==> config.mk <==
export PLATFORM = sky130hd
export DESIGN_NAME = aes_wb_multi_bridge
export DESIGN_NICKNAME = d
export VERILOG_FILES = /design/src/rtl/aes_wb_pkg.sv /design/src/rtl/aes_wb_irq_ctrl.sv /design/src/rtl/aes_wb_multi_bridge.sv
export SDC_FILE = /design/constraint.sdc
export NUM_CORES = 1
export LEC_CHECK = 0
export CAP_MARGIN = 30
export CELL_PAD_IN_SITES_DETAIL_PLACEMENT = 0
export CELL_PAD_IN_SITES_GLOBAL_PLACEMENT = 1
export CORE_MARGIN = 4
export CORE_UTILIZATION = 25
export CTS_BUF_LIST = sky130_fd_sc_hd__clkbuf_4
export DETAILED_ROUTE_END_ITERATION = 7
export GPL_TIMING_DRIVEN = 0
export PLACE_DENSITY_LB_ADDON = 0.1
export SLEW_MARGIN = 20
export SYNTH_ARGS = -nofsm -noshare
export SYNTH_HDL_FRONTEND = slang
export SYNTH_SLANG_ARGS = --single-unit
export TNS_END_PERCENT = 100
==> constraint.sdc <==
create_clock -name wb_clk_i -period 2.88 [get_ports wb_clk_i]
set_input_delay 0.432 -clock wb_clk_i [delete_from_list [all_inputs] [get_ports wb_clk_i]]
set_output_delay 0.432 -clock wb_clk_i [all_outputs]
set_load 0.1 [all_outputs]
==> src/rtl/aes_wb_pkg.sv <==
// Shared types and constants for the multi-channel AES Wishbone bridge:
// FSM state encoding, control-page decode values and the ID word layout.
package aes_wb_pkg;

    typedef enum logic [1:0] {
        ST_IDLE,
        ST_ACCESS,
        ST_WAIT,
        ST_RESP
    } state_t;

    localparam logic [3:0] CTRL_PAGE = 4'hF;

    // Control-page registers as word indices (byte offset / 4)
    localparam int CTRL_W_STATUS = 0;
    localparam int CTRL_W_ENABLE = 1;
    localparam int CTRL_W_ID     = 2;

    function automatic logic [31:0] make_id(input int num_ch, input int core_aw, input int rd_lat);
        return {16'h0, rd_lat[3:0], core_aw[3:0], num_ch[7:0]};
    endfunction

endpackage

==> src/rtl/aes_wb_irq_ctrl.sv <==
// Per-channel ready edge detection feeding a W1C status register, a
// read/write enable mask and the registered interrupt output.
module aes_wb_irq_ctrl
    import aes_wb_pkg::*;
#(
    parameter int NUM_CH = 2
) (
    input  logic              clk,
    input  logic              rst_n,
    input  logic [NUM_CH-1:0] ready_i,
    input  logic              clr_we_i,
    input  logic              en_we_i,
    input  logic [NUM_CH-1:0] wdata_i,
    output logic [NUM_CH-1:0] status_o,
    output logic [NUM_CH-1:0] enable_o,
    output logic              irq_o
);

    logic [NUM_CH-1:0] ready_q, ready_d;
    logic [NUM_CH-1:0] status_q, status_d;
    logic [NUM_CH-1:0] enable_q, enable_d;
    logic              irq_q, irq_d;
    logic [NUM_CH-1:0] rise;
    logic [NUM_CH-1:0] clr_mask;

    always_comb begin
        rise     = ready_i & ~ready_q;
        clr_mask = clr_we_i ? wdata_i : '0;
        ready_d  = ready_i;
        // A new edge in the same cycle as a clear keeps the bit set
        status_d = (status_q & ~clr_mask) | rise;
        enable_d = en_we_i ? wdata_i : enable_q;
        irq_d    = |(status_q & enable_q);
    end

    always_ff @(posedge clk) begin
        if (!rst_n) begin
            ready_q  <= '0;
            status_q <= '0;
            enable_q <= '0;
            irq_q    <= 1'b0;
        end else begin
            ready_q  <= ready_d;
            status_q <= status_d;
            enable_q <= enable_d;
            irq_q    <= irq_d;
        end
    end

    assign status_o = status_q;
    assign enable_o = enable_q;
    assign irq_o    = irq_q;

endmodule

==> src/rtl/aes_wb_multi_bridge.sv <==
// Wishbone slave front-end for NUM_CH AES cores: page decode, response FSM
// with configurable core read latency, read capture and control page.
module aes_wb_multi_bridge
    import aes_wb_pkg::*;
#(
    parameter int NUM_CH  = 2,
    parameter int CORE_AW = 8,
    parameter int RD_LAT  = 0
) (
    input  logic                 wb_clk_i,
    input  logic                 wb_rst_n,
    input  logic                 wbs_stb_i,
    input  logic                 wbs_cyc_i,
    input  logic                 wbs_we_i,
    input  logic [3:0]           wbs_sel_i,
    input  logic [31:0]          wbs_adr_i,
    input  logic [31:0]          wbs_dat_i,
    output logic                 wbs_ack_o,
    output logic                 wbs_err_o,
    output logic [31:0]          wbs_dat_o,
    output logic [NUM_CH-1:0]    ch_cs_o,
    output logic                 ch_we_o,
    output logic [CORE_AW-1:0]   ch_addr_o,
    output logic [31:0]          ch_wdata_o,
    input  logic [NUM_CH*32-1:0] ch_rdata_i,
    input  logic [NUM_CH-1:0]    ch_ready_i,
    output logic                 irq_o
);

    localparam logic [4:0] NUM_CH_L = 5'(NUM_CH);

    state_t            state_q, state_d;
    logic              ack_q, ack_d;
    logic              err_q, err_d;
    logic [31:0]       dat_q, dat_d;
    logic [NUM_CH-1:0] cs_q, cs_d;
    logic              we_q, we_d;
    logic [1:0]        lat_q, lat_d;

    logic [3:0]        page;
    logic              is_chan, is_ctrl, bad;
    logic [NUM_CH-1:0] page_onehot;
    logic [31:0]       rdata_sel, ctrl_rdata;
    logic              wr_status, wr_enable;
    logic [NUM_CH-1:0] irq_status, irq_enable;
    logic              unused_bits;

    assign page        = wbs_adr_i[CORE_AW+5:CORE_AW+2];
    assign ch_addr_o   = wbs_adr_i[CORE_AW+1:2];
    assign ch_wdata_o  = wbs_dat_i;
    assign unused_bits = &{1'b0, wbs_adr_i[31:CORE_AW+6], wbs_adr_i[1:0]};

    always_comb begin
        is_chan     = ({1'b0, page} < NUM_CH_L);
        is_ctrl     = (page == CTRL_PAGE);
        bad         = (!is_chan && !is_ctrl) || (is_chan && wbs_we_i && wbs_sel_i != 4'hF);
        page_onehot = NUM_CH'(1) << page;
        rdata_sel   = '0;
        for (int k = 0; k < NUM_CH; k++) begin
            if (page == 4'(k)) rdata_sel = ch_rdata_i[32*k +: 32];
        end
        if (ch_addr_o == CORE_AW'(CTRL_W_STATUS))      ctrl_rdata = {{(32-NUM_CH){1'b0}}, irq_status};
        else if (ch_addr_o == CORE_AW'(CTRL_W_ENABLE)) ctrl_rdata = {{(32-NUM_CH){1'b0}}, irq_enable};
        else if (ch_addr_o == CORE_AW'(CTRL_W_ID))     ctrl_rdata = make_id(NUM_CH, CORE_AW, RD_LAT);
        else                                           ctrl_rdata = '0;
    end

    always_comb begin
        state_d   = state_q;
        ack_d     = 1'b0;
        err_d     = 1'b0;
        dat_d     = dat_q;
        cs_d      = '0;
        we_d      = 1'b0;
        lat_d     = lat_q;
        wr_status = 1'b0;
        wr_enable = 1'b0;
        case (state_q)
            ST_IDLE: begin
                if (wbs_stb_i && wbs_cyc_i) begin
                    state_d = ST_ACCESS;
                    if (is_chan && !bad) begin
                        cs_d = page_onehot;
                        we_d = wbs_we_i;
                    end
                end
            end
            ST_ACCESS: begin
                if (!wbs_cyc_i) begin
                    state_d = ST_IDLE;
                end else if (bad) begin
                    state_d = ST_RESP;
                    err_d   = 1'b1;
                end else if (wbs_we_i || is_ctrl || RD_LAT == 0) begin
                    state_d   = ST_RESP;
                    ack_d     = 1'b1;
                    wr_status = wbs_we_i && is_ctrl && ch_addr_o == CORE_AW'(CTRL_W_STATUS);
                    wr_enable = wbs_we_i && is_ctrl && ch_addr_o == CORE_AW'(CTRL_W_ENABLE);
                    if (!wbs_we_i) dat_d = is_ctrl ? ctrl_rdata : rdata_sel;
                end else begin
                    state_d = ST_WAIT;
                    lat_d   = 2'(RD_LAT - 1);
                end
            end
            ST_WAIT: begin
                // Stays RD_LAT cycles so capture lands when core data is valid
                if (!wbs_cyc_i) begin
                    state_d = ST_IDLE;
                end else if (lat_q == 2'd0) begin
                    state_d = ST_RESP;
                    ack_d   = 1'b1;
                    dat_d   = rdata_sel;
                end else begin
                    lat_d = lat_q - 2'd1;
                end
            end
            default: state_d = ST_IDLE;
        endcase
    end

    always_ff @(posedge wb_clk_i) begin
        if (!wb_rst_n) begin
            state_q <= ST_IDLE;
            ack_q   <= 1'b0;
            err_q   <= 1'b0;
            dat_q   <= '0;
            cs_q    <= '0;
            we_q    <= 1'b0;
            lat_q   <= '0;
        end else begin
            state_q <= state_d;
            ack_q   <= ack_d;
            err_q   <= err_d;
            dat_q   <= dat_d;
            cs_q    <= cs_d;
            we_q    <= we_d;
            lat_q   <= lat_d;
        end
    end

    // A master that drops cyc during the response cycle sees no termination
    assign wbs_ack_o = ack_q & wbs_cyc_i;
    assign wbs_err_o = err_q & wbs_cyc_i;
    assign wbs_dat_o = dat_q;
    assign ch_cs_o   = cs_q;
    assign ch_we_o   = we_q;

    aes_wb_irq_ctrl #(.NUM_CH(NUM_CH)) u_irq (
        .clk      (wb_clk_i),
        .rst_n    (wb_rst_n),
        .ready_i  (ch_ready_i),
        .clr_we_i (wr_status),
        .en_we_i  (wr_enable),
        .wdata_i  (wbs_dat_i[NUM_CH-1:0]),
        .status_o (irq_status),
        .enable_o (irq_enable),
        .irq_o    (irq_o)
    );

endmodule

=== Yosys cells after proc, flatten, opt, wreduce, memory -nomap -nowiden ===
Index checks and enable logic that the tools add are counted.
Widths: inputs -> output; s select.

* Add/subtract/negate cells: 1
* $lt $le $gt $ge: 1
* Equality and inequality tests: 14
* Shifts and indexed selects: 1
* Mux-type cells: 30
* Bitwise logic cells: 9
* Reduce and logical (&&, ||, !) cells: 23

{| class="wikitable"
|+ Operators by type and width
! kind !! number
|-
| $mux 32 || 8
|-
| $pmux 32 s2 || 1
|-
| $mux 12 || 3
|-
| $ne 2x2->1 const B || 6
|-
| $mux 1 || 11
|-
| $mux 2 || 5
|-
| $eq 8x1->1 const B || 1
|-
| $eq 8x2->1 const B || 1
|-
| $logic_and 1x1->1 || 8
|-
| $logic_not 8->1 || 1
|-
| $and 2x2->2 || 3
|-
| $pmux 2 s3 || 1
|-
| $reduce_and 3->1 || 2
|-
| $reduce_and 6->1 || 1
|-
| $eq 4x1->1 const B || 1
|-
| $eq 4x4->1 const B || 1
|-
| $logic_not 2->1 || 2
|-
| $logic_not 4->1 || 1
|-
| $lt 4x2->1 const B || 1
|-
| $ne 4x4->1 const B || 1
|-
| $not 2->2 || 2
|-
| $reduce_and 4->1 || 1
|-
| $shl 1x4->2 const A || 1
|-
| $logic_not 1->1 || 3
|-
| other kinds (12) || 13
|}

* Register bits after elaboration: 48
* Input bits: 139
* Output and inout port bits: 78
* Word-level logic and storage cells: 90

=== Longest topological paths before layout ===
* Word-level depth: 11
* Depth in mapped cells: 7
* Depth with buffers taken out: 6

=== Hierarchy ===
Synthesis repeated with hierarchy kept, for this count alone.

* Cell total of the unflattened synthesis: 345
* Area total of the unflattened synthesis: 2917.8 um2

{| class="wikitable"
|+ By module, submodules not included
! module !! instances !! cells an instance !! area each (um2) !! seq. area each (um2)
|-
| aes_wb_multi_bridge || 1 || 324 || 2673.8 || 820.8
|-
| aes_wb_irq_ctrl || 1 || 21 || 244.0 || 140.1
|}

=== Worst setup path after synthesis ===
OpenSTA, ideal clock, no wires.

* Kind: input to register
* Start point: input wbs_adr_i[7]
* End point: register dat_q[1], in the netlist wbs_dat_o[1]
* Arrival time: 1.852 ns
* Required time: 2.812 ns
* Setup slack: 0.960 ns
* Cell stages on the path: 4
* Path buffers: 0
* Path through: or4_4 or4_4 o32a_1 a21oi_2

* Longest elaborated chain between the ends: 9

{| class="wikitable"
|+ RTL lines
! element !! line !! text
|-
| from (decl) || aes_wb_multi_bridge.sv:16 || <nowiki>input logic [31:0] wbs_adr_i,</nowiki>
|-
| $eq 8x2->1 || aes_wb_multi_bridge.sv:64 || <nowiki>else if (ch_addr_o == CORE_AW'(CTRL_W_ID)) ctrl_rdata = make_id(NUM_CH, CORE_AW, RD_LAT);</nowiki>
|-
| $mux 12 || aes_wb_multi_bridge.sv:64 ||
|-
| $mux 12 || aes_wb_multi_bridge.sv:63 || <nowiki>else if (ch_addr_o == CORE_AW'(CTRL_W_ENABLE)) ctrl_rdata = {{(32-NUM_CH){1'b0}}, irq_enable};</nowiki>
|-
| $mux 12 * || aes_wb_multi_bridge.sv:62 || <nowiki>if (ch_addr_o == CORE_AW'(CTRL_W_STATUS)) ctrl_rdata = {{(32-NUM_CH){1'b0}}, irq_status};</nowiki>
|-
| $mux 32 * (2 in series) || aes_wb_multi_bridge.sv:99 || <nowiki>if (!wbs_we_i) dat_d = is_ctrl ? ctrl_rdata : rdata_sel;</nowiki>
|-
| $mux 32 * || aes_wb_multi_bridge.sv:91 || <nowiki>end else if (bad) begin</nowiki>
|-
| $mux 32 * || aes_wb_multi_bridge.sv:89 || <nowiki>if (!wbs_cyc_i) begin</nowiki>
|-
| $pmux 32 s2 * || aes_wb_multi_bridge.sv:78 || <nowiki>case (state_q)</nowiki>
|-
| to (signal assigned) || aes_wb_multi_bridge.sv:134 || <nowiki>dat_q <= dat_d;</nowiki>
|-
| to (decl) || aes_wb_multi_bridge.sv:35 || <nowiki>logic [31:0] dat_q, dat_d;</nowiki>
|}

Mark *: on every way between the ends. The rest lies on a longest branch, timed or not. The select of a mux whose other input is x is not followed.
A chain may end at the register's enable or synchronous reset.

=== Worst setup path in the final report ===
* Start point: input wbs_adr_i[3]
* End point: output ch_addr_o[1]

{| class="wikitable"
|+ RTL lines
! element !! line !! text
|-
| to (decl) || aes_wb_multi_bridge.sv:23 || <nowiki>output logic [CORE_AW-1:0] ch_addr_o,</nowiki>
|}

No word-level cell between the ends.

==> metrics.txt <==
layout cells sized above 1=11.2%; synth unique cells=40; Worst EP arrival=2.29 ns; Final Wtd Congestion=roughly 0.73; vias per cell=approximately 4.5; Synth top area share=33.6%; Primary FF master, synth=dfxtp_1; nets=~660; vias in the first global route=roughly 3,000; worst setup margin=around 0.16 ns; critical-path cell list=clkdlybuf4s50_1 -> buf_4 -> clkdlybuf4s50_1; CTS tree=done; P_leak=1.80 nW; Hold Path Depth=2; reg2reg path depth=7; CTS Buffer Depth=2; Slew headroom=roughly 32%; initial antenna violation count=0; Syn Inst Count=349; # rows=38; WL/cell=between 10 and 15 microns; # Max-Cap Violations=0; met3 routed wirelength=approximately 730 microns; met1 wire length=a little over 4000 microns; setup TNS=0 ns; Antenna diodes=0; Tightest Pin Transition=1.01 ns; Crit. Startpoint=wbs_adr_i[3]; count of pins over their slew limit=0; Synthesized Nets=493; GRT overflow=0; Ports=~220; mean post-synth cell area=between 8 and 9 sq um; Filler cells=about 1,100; Pre-Repair DR Iteration Count=4; skew final=roughly 0.0063 ns; top layer in use=met4; Clock Tree Root=clkbuf_4; crit-path max FO=6; Critical Path Stages=3; min cycle time layout=~2.7 ns; Routed Antenna Nets=0; pin count of the biggest net entering global routing=14; worst skew pair latency=0.34 ns; IO Port Bufs=roughly 160; Horiz. Die Dim=about 120 microns; synth warn=0; CP Launch Type=input port; worst min-delay path category=register to register; post-synthesis register bit count=48; RSZ-0062 raised after global routing=no; most used cell, CP=clkdlybuf4s50_1; synth cell count leaders=dfxtp_1 (48), buf_4 (40), a21oi_1 (37), nor2_1 (36), mux2i_1 (35); sequential area share after synthesis=between 30 and 40%; maximum VDD drop=between 0.15 and 0.2 mV; Initial DRC Count=between 90 and 100; Die Area=~0.013 sq mm; Peak Freq=around 370 MHz; Area contributors post-synth=dfxtp_1 (34%), mux2i_1 (12%), buf_4 (10%), a21oi_1 (6.5%), nand3_1 (5.1%); first-pass GRT wire length=about 15,000 microns; Vias=roughly 3,000; Overall Power=0.00166 W; core box area=roughly 0.011 sq mm; Pwr Density=352 mW/mm^2; H-Tree Depth=2; Critical path buffers and inverters=3; FF-to-FF Start=state_q[0]$_SDFFE_PN0P_; GRT Total Usage=around 14%; Yosys top cell by area=dfxtp_1; CP max-delay cell=clkdlybuf4s50_1; Critical Path RT=roughly 2.5 ns; Fin. Hold Viols=0; Async SR Flop Fraction=0%; Die Ht=between 100 and 150 microns; Num CTS Buffers=5; post-synth design cell area=0.00286 sq mm; dpl ws=-0.120 ns; Post-synth EDFFs=0; outcome=complete, no violations; Reg clk slew, reported paths=between 0.1 and 0.15 ns; Setup CP Type=input port to output pin; CP top delay family=buffers and inverters; most frequent cell after synthesis=dfxtp_1; final worst-path cycle share=a little over nine tenths; WL final=approximately 10000 microns; clk sinks=48; area grow syn2layout=64.8%; DRC Markers=0; setup violators final=0; critical path endpoint category=output pin; DP Wirelength=around 7900 microns; DR WL met2=between 4000 and 5000 microns; Initial Util=26.0%; min-delay src=wbs_dat_o[10]$_SDFFE_PN0P_; Fin Hold WS=0.470 ns; slowest stage delay, CP=between 1 and 1.5 ns
-- metrics by stage --
stage	cell area (sq um)	instances	utilization (%)
2_1_floorplan	2860	349	-
3_5_place_dp	4670	652	42.3
6_report	4720	659	42.8
4_1_cts	4720	659	42.8
5_1_grt	4720	659	42.8
3_3_place_gp	4670	652	42.3
-- final timing paths --
path	end	slack, ns
max	ch_addr_o[1]	0.16
min	wbs_dat_o[10]$_SDFFE_PN0P_	0.47
max reg2reg	wbs_dat_o[0]$_SDFFE_PN0P_	0.66
min reg2reg	wbs_dat_o[10]$_SDFFE_PN0P_	0.47
-- repair_timing --
action / 4_1_cts / 5_1_grt
buffers inserted: 0 / 0
gates resized for setup: 2 / 0
endpoints found under the setup margin: 2 / 0
hold buffers: 0 / 0
-- area by class of cell --
cell class,count,area [sq um],area share (%)
timing repair buffer,163,1630,34.5
multi-input combinational,229,1460,30.9
sequential,48,961,20.4
buffer,67,427,9.05
tap,140,175,3.71
clock buffer,6,45.0,0.955
inverter,5,18.8,0.398
clock inverter,1,5.00,0.106
-- worst min-delay path, stage by stage (launching register included) --
cell     delay (ns)
dfxtp_1        0.33
nand3_1        0.06
a21oi_1        0.05
-- sequential cells by signal, summed over array words and instances (netlist names) --
register / count
ch_we_o: 1
u_irq.enable_o: 2
ack_q: 1
state_q: 2
u_irq.status_o: 2
lat_q: 2
u_irq.irq_o: 1
ch_cs_o: 2
err_q: 1
u_irq.ready_q: 2
wbs_dat_o: 32
-- power breakdown --
group | internal (W) | switching, W | total (W)
clock network | 0.000100 | 0.000207 | 0.000307
logic | 0.000258 | 0.000407 | 0.000665
registers | 0.000679 | 0.0000105 | 0.000689
total | 0.00104 | 0.000624 | 0.00166
-- cells in the final DEF, fill, tap and decap left out, types with 3 or more instances in the layout --
cell type and instances:
nor2b_1 6, buf_4 40, o31ai_1 3, clkbuf_1 19, clkdlybuf4s50_1 161, nand3_1 29, o21ai_0 4, and2_1 6
clkbuf_4 6, dfxtp_1 48, a21oi_1 37, inv_1 5, nor4_1 4, nor2_1 36, ha_1 5, buf_1 3
buf_6 3, mux2i_1 35, nand4_1 4, nand2_1 5, o21ai_1 29
-- cells by family after synthesis --
logic type,count (synthesis),synth area share (%)
AND/OR/NAND/NOR,104,19.1
AO/OA/AOI/OAI,84,17.1
buffers and inverters,72,15.6
flip-flops,48,33.6
multiplexers,35,12.2
adder cells (fa/ha/maj),5,2.19
XOR/XNOR,1,0.306
-- metal layers --
| layer | vias up | track usage, % |
|---|---|---|
| met5 | - | 0 |
| met4 | 0 | 2.11 |
| li1 | 1522 | - |
| met3 | 2 | 3.42 |
| met1 | 1350 | 17.8 |
| met2 | 101 | 25.0 |
No activity file was read; power rests on OpenSTA's default activity.
